==> src/rtl/pkg_period_meter.sv <==
// Shared types for the period meter.
// Latency: n/a (types only).
// Backpressure: n/a (types only).
//
// Contents:
//   state_t : measurement FSM states (IDLE, WAIT_FIRST, MEASURE)
package pkg_period_meter;

  // IDLE       : disabled, counter parked at 0
  // WAIT_FIRST : armed, waiting for the rising edge that opens a period
  // MEASURE    : counting cycles between consecutive rising edges
  typedef enum logic [1:0] {
    IDLE       = 2'd0,
    WAIT_FIRST = 2'd1,
    MEASURE    = 2'd2
  } state_t;

endpackage

==> src/rtl/mod_sync_edge.sv <==
// Synchronises an asynchronous level into i_clk_in and emits rise/fall pulses.
// Latency: input change to pulse is SYNC_STAGES+1 cycles (sync chain, delay flop, pulse flop).
// Backpressure: none; pulses are one cycle wide and are not held.
//
// Ports:
//   i_clk_in : system clock, rising edge
//   i_rst_n  : asynchronous active-low reset, clears the whole chain to 0
//   i_sig    : asynchronous input level
//   o_rise   : one-cycle pulse after a synchronised 0->1 transition
//   o_fall   : one-cycle pulse after a synchronised 1->0 transition
module mod_sync_edge #(
  parameter int SYNC_STAGES = 2
) (
  input  logic i_clk_in,
  input  logic i_rst_n,
  input  logic i_sig,
  output logic o_rise,
  output logic o_fall
);

  logic [SYNC_STAGES-1:0] sync_q;
  logic                   sync_lvl;
  logic                   dly_q;

  assign sync_lvl = sync_q[SYNC_STAGES-1];

  // The pulses are registered so the FSM downstream only ever sees flop
  // outputs; this adds the cycle that makes edge-to-o_valid SYNC_STAGES+2.
  always_ff @(posedge i_clk_in or negedge i_rst_n) begin
    if (!i_rst_n) begin
      sync_q <= '0;
      dly_q  <= 1'b0;
      o_rise <= 1'b0;
      o_fall <= 1'b0;
    end else begin
      sync_q <= {sync_q[SYNC_STAGES-2:0], i_sig};
      dly_q  <= sync_lvl;
      o_rise <= sync_lvl & ~dly_q;
      o_fall <= ~sync_lvl & dly_q;
    end
  end

endmodule

==> src/rtl/mod_period_meter.sv <==
// Measures period (rise to rise) and high time (rise to fall) of an async square wave.
// Latency: o_valid pulses SYNC_STAGES+2 cycles after the closing rising edge at i_sig.
// Backpressure: none; o_valid is a one-cycle strobe, o_period/o_high hold until the next one.
//
// Ports:
//   i_clk_in  : system clock, rising edge
//   i_rst_n   : asynchronous active-low reset
//   i_enable  : 1 = measure, 0 = return to IDLE and clear o_timeout
//   i_sig     : asynchronous square wave under measurement
//   o_period  : last period in i_clk_in cycles
//   o_high    : high time of that period in i_clk_in cycles (0 if no fall was seen)
//   o_valid   : one-cycle strobe when o_period/o_high update
//   o_timeout : sticky, set when the cycle counter saturates
module mod_period_meter #(
  parameter int CNT_WIDTH   = 16,
  parameter int SYNC_STAGES = 2
) (
  input  logic                 i_clk_in,
  input  logic                 i_rst_n,
  input  logic                 i_enable,
  input  logic                 i_sig,
  output logic [CNT_WIDTH-1:0] o_period,
  output logic [CNT_WIDTH-1:0] o_high,
  output logic                 o_valid,
  output logic                 o_timeout
);

  import pkg_period_meter::*;

  localparam logic [CNT_WIDTH-1:0] CNT_MAX = '1;
  localparam logic [CNT_WIDTH-1:0] CNT_ONE = CNT_WIDTH'(1);

  state_t               state_q;
  logic [CNT_WIDTH-1:0] cnt_q;
  logic [CNT_WIDTH-1:0] high_latch_q;
  logic [CNT_WIDTH-1:0] cnt_inc;
  logic                 cnt_sat;
  logic                 sig_rise;
  logic                 sig_fall;

  mod_sync_edge #(
    .SYNC_STAGES (SYNC_STAGES)
  ) u_sync_edge (
    .i_clk_in (i_clk_in),
    .i_rst_n  (i_rst_n),
    .i_sig    (i_sig),
    .o_rise   (sig_rise),
    .o_fall   (sig_fall)
  );

  // cnt_q counts cycles elapsed since the opening rise minus one, so the
  // value reported on an edge is always cnt_q+1.
  assign cnt_inc = cnt_q + CNT_ONE;
  assign cnt_sat = (cnt_q == CNT_MAX);

  always_ff @(posedge i_clk_in or negedge i_rst_n) begin
    if (!i_rst_n) begin
      state_q      <= IDLE;
      cnt_q        <= '0;
      high_latch_q <= '0;
      o_period     <= '0;
      o_high       <= '0;
      o_valid      <= 1'b0;
      o_timeout    <= 1'b0;
    end else begin
      o_valid <= 1'b0;

      if (!i_enable) begin
        // Abort whatever was in flight; outputs other than the flag hold.
        state_q      <= IDLE;
        cnt_q        <= '0;
        high_latch_q <= '0;
        o_timeout    <= 1'b0;
      end else begin
        case (state_q)
          IDLE: begin
            state_q <= WAIT_FIRST;
            cnt_q   <= '0;
          end

          WAIT_FIRST: begin
            cnt_q <= '0;
            if (sig_rise) begin
              state_q      <= MEASURE;
              high_latch_q <= '0;
            end
          end

          MEASURE: begin
            if (sig_rise) begin
              // A rise always restarts the period. If it lands on the
              // saturated count the true period is 2^CNT_WIDTH, which does
              // not fit, so it is flagged instead of reported.
              cnt_q        <= '0;
              high_latch_q <= '0;
              if (cnt_sat) begin
                o_timeout <= 1'b1;
              end else begin
                o_period <= cnt_inc;
                o_high   <= high_latch_q;
                o_valid  <= 1'b1;
              end
            end else if (cnt_sat) begin
              o_timeout    <= 1'b1;
              state_q      <= WAIT_FIRST;
              cnt_q        <= '0;
              high_latch_q <= '0;
            end else begin
              cnt_q <= cnt_inc;
              if (sig_fall) begin
                high_latch_q <= cnt_inc;
              end
            end
          end

          default: begin
            state_q <= IDLE;
            cnt_q   <= '0;
          end
        endcase
      end
    end
  end

endmodule

==> config.mk <==
export PLATFORM = sky130hd
export DESIGN_NAME = mod_period_meter
export DESIGN_NICKNAME = d
export VERILOG_FILES = /design/src/rtl/pkg_period_meter.sv /design/src/rtl/mod_sync_edge.sv /design/src/rtl/mod_period_meter.sv
export SDC_FILE = /design/constraint.sdc
export NUM_CORES = 1
export LEC_CHECK = 0
export CORE_MARGIN = 1.5
export CORE_UTILIZATION = 49
export DETAILED_ROUTE_END_ITERATION = 8
export GPL_TIMING_DRIVEN = 0
export MAX_ROUTING_LAYER = met4
export PLACE_DENSITY = 0.8
export SKIP_CTS_REPAIR_TIMING = 1
export SYNTH_ARGS = -nofsm -noshare
export SYNTH_HDL_FRONTEND = slang
export SYNTH_SLANG_ARGS = --single-unit
==> constraint.sdc <==
create_clock -name i_clk_in -period 1.8 [get_ports i_clk_in]
set_input_delay 0.18 -clock i_clk_in [delete_from_list [all_inputs] [get_ports i_clk_in]]
set_output_delay 0.18 -clock i_clk_in [all_outputs]
set_load 0.02 [all_outputs]
# After elaboration in Yosys (flattened, before gate mapping)
# Cells that the tools add are included.
# classes
reduce_logical,5
add_sub_neg,1
bitwise,5
eq_ne,10
muxes,22
# op_table
operator,n
two-way mux 16 bit,9
one-hot mux 16 bit (2 select lines),1
adder 16 x 1 -> 16 bit (second input constant),1
== test 16 bit (second input constant),1
two-way mux 2 bit,4
two-way mux 1 bit,7
inequality test 3 bit (second input constant),2
one-hot mux 2 bit (3 select lines),1
AND reduction 3 bit,2
inequality test 5 x 3 -> 1 bit (second input constant),1
inequality test 2 x 1 -> 1 bit (second input constant),2
AND reduction 4 bit,1
inequality test 3 x 1 -> 1 bit (second input constant),1
inequality test 3 x 2 -> 1 bit (second input constant),1
NOT 1 bit,3
AND 1 bit,2
== test 2 x 1 -> 1 bit (second input constant),1
== test 2 bit (second input constant),1
logical NOT 2 bit,1
AND reduction 2 bit,1
# totals
input_bits,4
word_cells,54
ff_bits,73

# Longest topological paths before layout
# Gate-level depths: netlist (run 1).
# depth
ltp_word,6
depth_mapped,7
depth_no_buf,5

# Hierarchy
# A second synthesis (run 1) with hierarchy kept.
# unflattened
cells_unflattened,223
hier_area_um2,2975.4
# modules_own_cells
module,n_inst,area_each_um2,seq_area_each_um2,cells_per_inst
mod_period_meter,1,2835.2,1701.6,216
mod_sync_edge,1,140.1,125.1,7

# Least setup slack after synthesis (run 1)
# No wires, ideal clock.
# synth_timing
kind,flip-flop to flip-flop
start,register cnt_q[0]
end,register high_latch_q[12]
setup_slack_ns,-0.151
arrival_ns,1.826
t_required_ns,1.675
stages_incl_launch_ff,7
n_path_buf,1
synth_period_minus_slack_ns,1.951
path_cell_list,dfrtp_1 ha_1 nand4_1 or4_1 buf_2 a31o_4 mux2_4
# synth_between
elab_chain_len,6
word_cells_on_any_way,9
classes_between,1 x add/sub; 2 x eq/ne; 5 x mux; 1 x reduce/logical
# synth_rtl
item,line_no,text
from (decl),mod_period_meter.sv:34,logic [CNT_WIDTH-1:0] cnt_q;
from (signal assigned),mod_period_meter.sv:109,cnt_q <= cnt_inc;
adder 16 x 1 -> 16 bit,mod_period_meter.sv:53,assign cnt_inc = cnt_q + CNT_ONE;
two-way mux 16 bit,mod_period_meter.sv:110,if (sig_fall) begin
two-way mux 16 bit,mod_period_meter.sv:103,end else if (cnt_sat) begin
two-way mux 16 bit,mod_period_meter.sv:90,if (sig_rise) begin
one-hot mux 16 bit (2 select lines),mod_period_meter.sv:75,case (state_q)
two-way mux 16 bit,mod_period_meter.sv:68,if (!i_enable) begin
to (signal assigned),mod_period_meter.sv:111,high_latch_q <= cnt_inc;
to (decl),mod_period_meter.sv:35,logic [CNT_WIDTH-1:0] high_latch_q;
# Parallel ways exist; a longest one is shown, timed or not. The select of a mux whose other input is x is not followed.
# A chain may end at the register's enable or synchronous reset.

# Worst setup path in the final report (run 1)
# layout_timing
start,register cnt_q[1]
end,register high_latch_q[12]
# Same word-level chain as after synthesis.

==> results of run 1 <==
cells by family after synthesis:
| group | Yosys count |
|---|---|
| AOI/OAI and AO/OA | 48 |
| muxes | 22 |
| buffers and inverters | 14 |
| adders and majority gates | 1 |
| and+or+nand+nor | 62 |
| xor gates and xnor gates | 13 |
| DFF | 73 |
cell type report:
| cell class | count | share of cell area, % |
|---|---|---|
| multi-input cells | 146 | 29.9 |
| clock buffers | 10 | 3.18 |
| well taps | 75 | 2.34 |
| plain buffers | 9 | 2.31 |
| flip-flops and latches | 73 | 45.7 |
| clock inverters | 6 | 2.24 |
| repair buffers | 54 | 14.0 |
| inverters | 4 | 0.374 |
worst paths after layout:
check / end / slack, ns
setup reg to reg: high_latch_q[12]$_DFFE_PN0P_ / -0.22
setup / recovery: high_latch_q[12]$_DFFE_PN0P_ / -0.22
min in group i_clk_in: u_sync_edge.sync_q[0]$_DFF_PN0_ / 0.27
max in group asynchronous: cnt_q[6]$_DFF_PN0_ / 1.24
hold reg to reg: u_sync_edge.sync_q[1]$_DFF_PN0_ / 0.36
hold / removal: o_period[3]$_DFFE_PN0P_ / -0.05
registers in the layout, indices dropped and copies added (netlist names):
name,flops
high_latch_q,16
o_timeout,1
u_sync_edge.o_fall,1
o_valid,1
state_q,2
cnt_q,16
u_sync_edge.sync_q,2
o_period,16
u_sync_edge.o_rise,1
u_sync_edge.dly_q,1
o_high,16
metrics by stage:
step | power, mW | utilization [%] | hold WS, ns | instance area (sq um)
2_1_floorplan | 1.92 | - | -0.116 | 2950
3_3_place_gp | 2.09 | 58.3 | 0.334 | 3410
3_5_place_dp | 2.10 | 58.3 | 0.343 | 3410
4_1_cts | 3.48 | 62.0 | -0.0225 | 3630
5_1_grt | 3.68 | 68.6 | 0.0157 | 4020
6_report | 3.53 | 68.6 | -0.0452 | 4020
power by group through the flow:
stage,Sequential (mW),Combinational (mW),Clock [mW]
5_1_grt,1.77,0.394,1.52
6_report,1.76,0.362,1.41
2_1_floorplan,1.84,0.0810,0
4_1_cts,1.75,0.325,1.41
3_3_place_gp,1.78,0.315,0
3_5_place_dp,1.78,0.323,0
layer usage:
| layer | vias up | global-route usage (%) | routed length, microns |
|---|---|---|---|
| met5 | - | - | 0 |
| met4 | 0 | 7.41 | 99 |
| met3 | 12 | 6.14 | 295 |
| met2 | 58 | 29.6 | 3290 |
| met1 | 1080 | 27.3 | 2940 |
| li1 | 971 | - | - |
cells in the final DEF, fill, tap and decap left out, types with 9 or more instances in the layout:
cell type,count
dfrtp_1,67
clkdlybuf4s50_1,36
mux2_2,18
nor2_1,14
a21oi_2,14
buf_4,14
xnor2_1,11
o2bb2ai_1,10
clkbuf_8,9
worst max-delay path: stages, from the launching register on:
cell and delay [ns]:
dfrtp_1 0.43, ha_4 0.17, nand4_1 0.15, or4_4 0.46, buf_6 0.15, a31o_4 0.25, mux2_4 0.30
==> results.cfg, run 1 <==
[critical_path]
cp_max_fo = 6
reg2reg_from = cnt_q[1]$_DFF_PN0_
cp-start-kind = flip-flop
end_kind = flip-flop
critPathLaunch = cnt_q[1]$_DFF_PN0_
cp.arrival_ns = 2.26
cp.required_ns = 2.04
critical_path_class = flip-flop to flip-flop
ff2ff_path_depth = 6

[synth]
synthXorXnorAreaFrac_pct = 3.86
synth_compound_area_share_pct = 11.0
yosys-mux-area-fraction_pct = 8.49
yosysMostFrequentCell = dfrtp_1
yosys_warnings = 0
synth-seq-area-share_pct = 62.0
synth_top_area_share_pct = 62.0
yosysTopAreaCell = dfrtp_1
synth_top_family_by_area = simple AND/OR/NAND/NOR gates
synth_cells = 233
ys_types = 43
synth-seq-cells = 73
netlist_top_cells_area = dfrtp_1 62%, mux2_2 6.9%, a21oi_1 3.6%
synth-adder-area-share_pct = 0.425
synth.top_cells.by_count = 73 x dfrtp_1, 21 x a21oi_1, 18 x mux2_2
syn_nets = 238
synth_area_sq_mm = 0.00295
synth_flop_cell = dfrtp_1
ys_async_sr_fraction_pct = 100
synth_edf_count = 0
synth-simple-area-share_pct = 12.1
avgSynthCellArea_sq_um = 12.6

[place]
dp.cells = 345
hpwl_microns = 3850
portBuffers = 37
pre_cts_slack_ns = -0.476
place_congestion = 0.939

[flow_run]
maxCapViolations = 0

[floorplanning]
rows = 28
die_x_microns = 80.5
die_area_sq_mm = 0.00649
die_h_microns = 80.5
coreArea_sq_mm = 0.00585
initial_utilization_pct = 50.4
ios = 38

[layout]
syn_to_final_growth_pct = 36.3
final_layout_size_suffix_gt1_share_pct = 32.1
fin_nets = 302
nFillCells = 389
antenna_cells = 0
fin_cells = 377
regArea_sq_mm = 0.00183
multi_input_area_sq_mm = 0.00120

[drt]
firstDrtPassIters = 4
first_iter_violations = 218
vias = 2121
wire_per_inst_microns = 17.6
detail-route-antenna-nets = 0
finalWirelength_microns = 6630
drc = 0
via_per_inst = 5.63

[power]
swShare_pct = 24.5
switching_power_mw = 0.865
power_frac_seq_pct = 49.8
ir_drop_mv = 0.579
power.leakage_nw = 1.74
pwr-share-comb_pct = 10.3
power_frac_clock_pct = 39.9
p_int_mw = 2.66
cellPowerDensity_mw_per_mm2 = 878

[clock_network]
cts_sinks = 73
cts_tree = yes
cts.reportedPaths.clkPinSlew_ns = 0.08
ctsLongestPathBuffers = 2
clock_latency_ns = 0.35
cts_made_buffers = 9
cts_max_level = 3
root_buffer = clkbuf_8

[grt]
grt_max_degree = 74
grt_use_total_pct = 20.4
first_global_vias = 1936
grt_overflow = 0
antenna_found_initial = 0
grt_pass1_wl_microns = 9430

[sta]
setup_slack_ns = -0.221
setup_tns_ns = -8.42
tightestPinTransition_ns = 0.871
max_freq_mhz = 495
final_max_slew_viol_count = 0
finalClockSkew_ns = 0.0104
period_share_pct = 112
slew_headroom_pct = 41.9
setup_viol = 62
final_hold_viol_count = 73
fin_crit_ns = 2.02
hold_slack_ns = -0.0452
rsz0062_at_grt = true

[run_status]
status = complete, but fails checks
violations = negative hold slack, negative setup slack

[hold_path]
hold_path_class = primary input to async pin
No activity file was read; power rests on OpenSTA's default activity.
==> inputs of run 2 (changes only) <==
CTS_CLUSTER_DIAMETER = 80   (was not set)
==> results of run 2 <==
No change in the layout: final DEF, timing and power equal those of run 1.
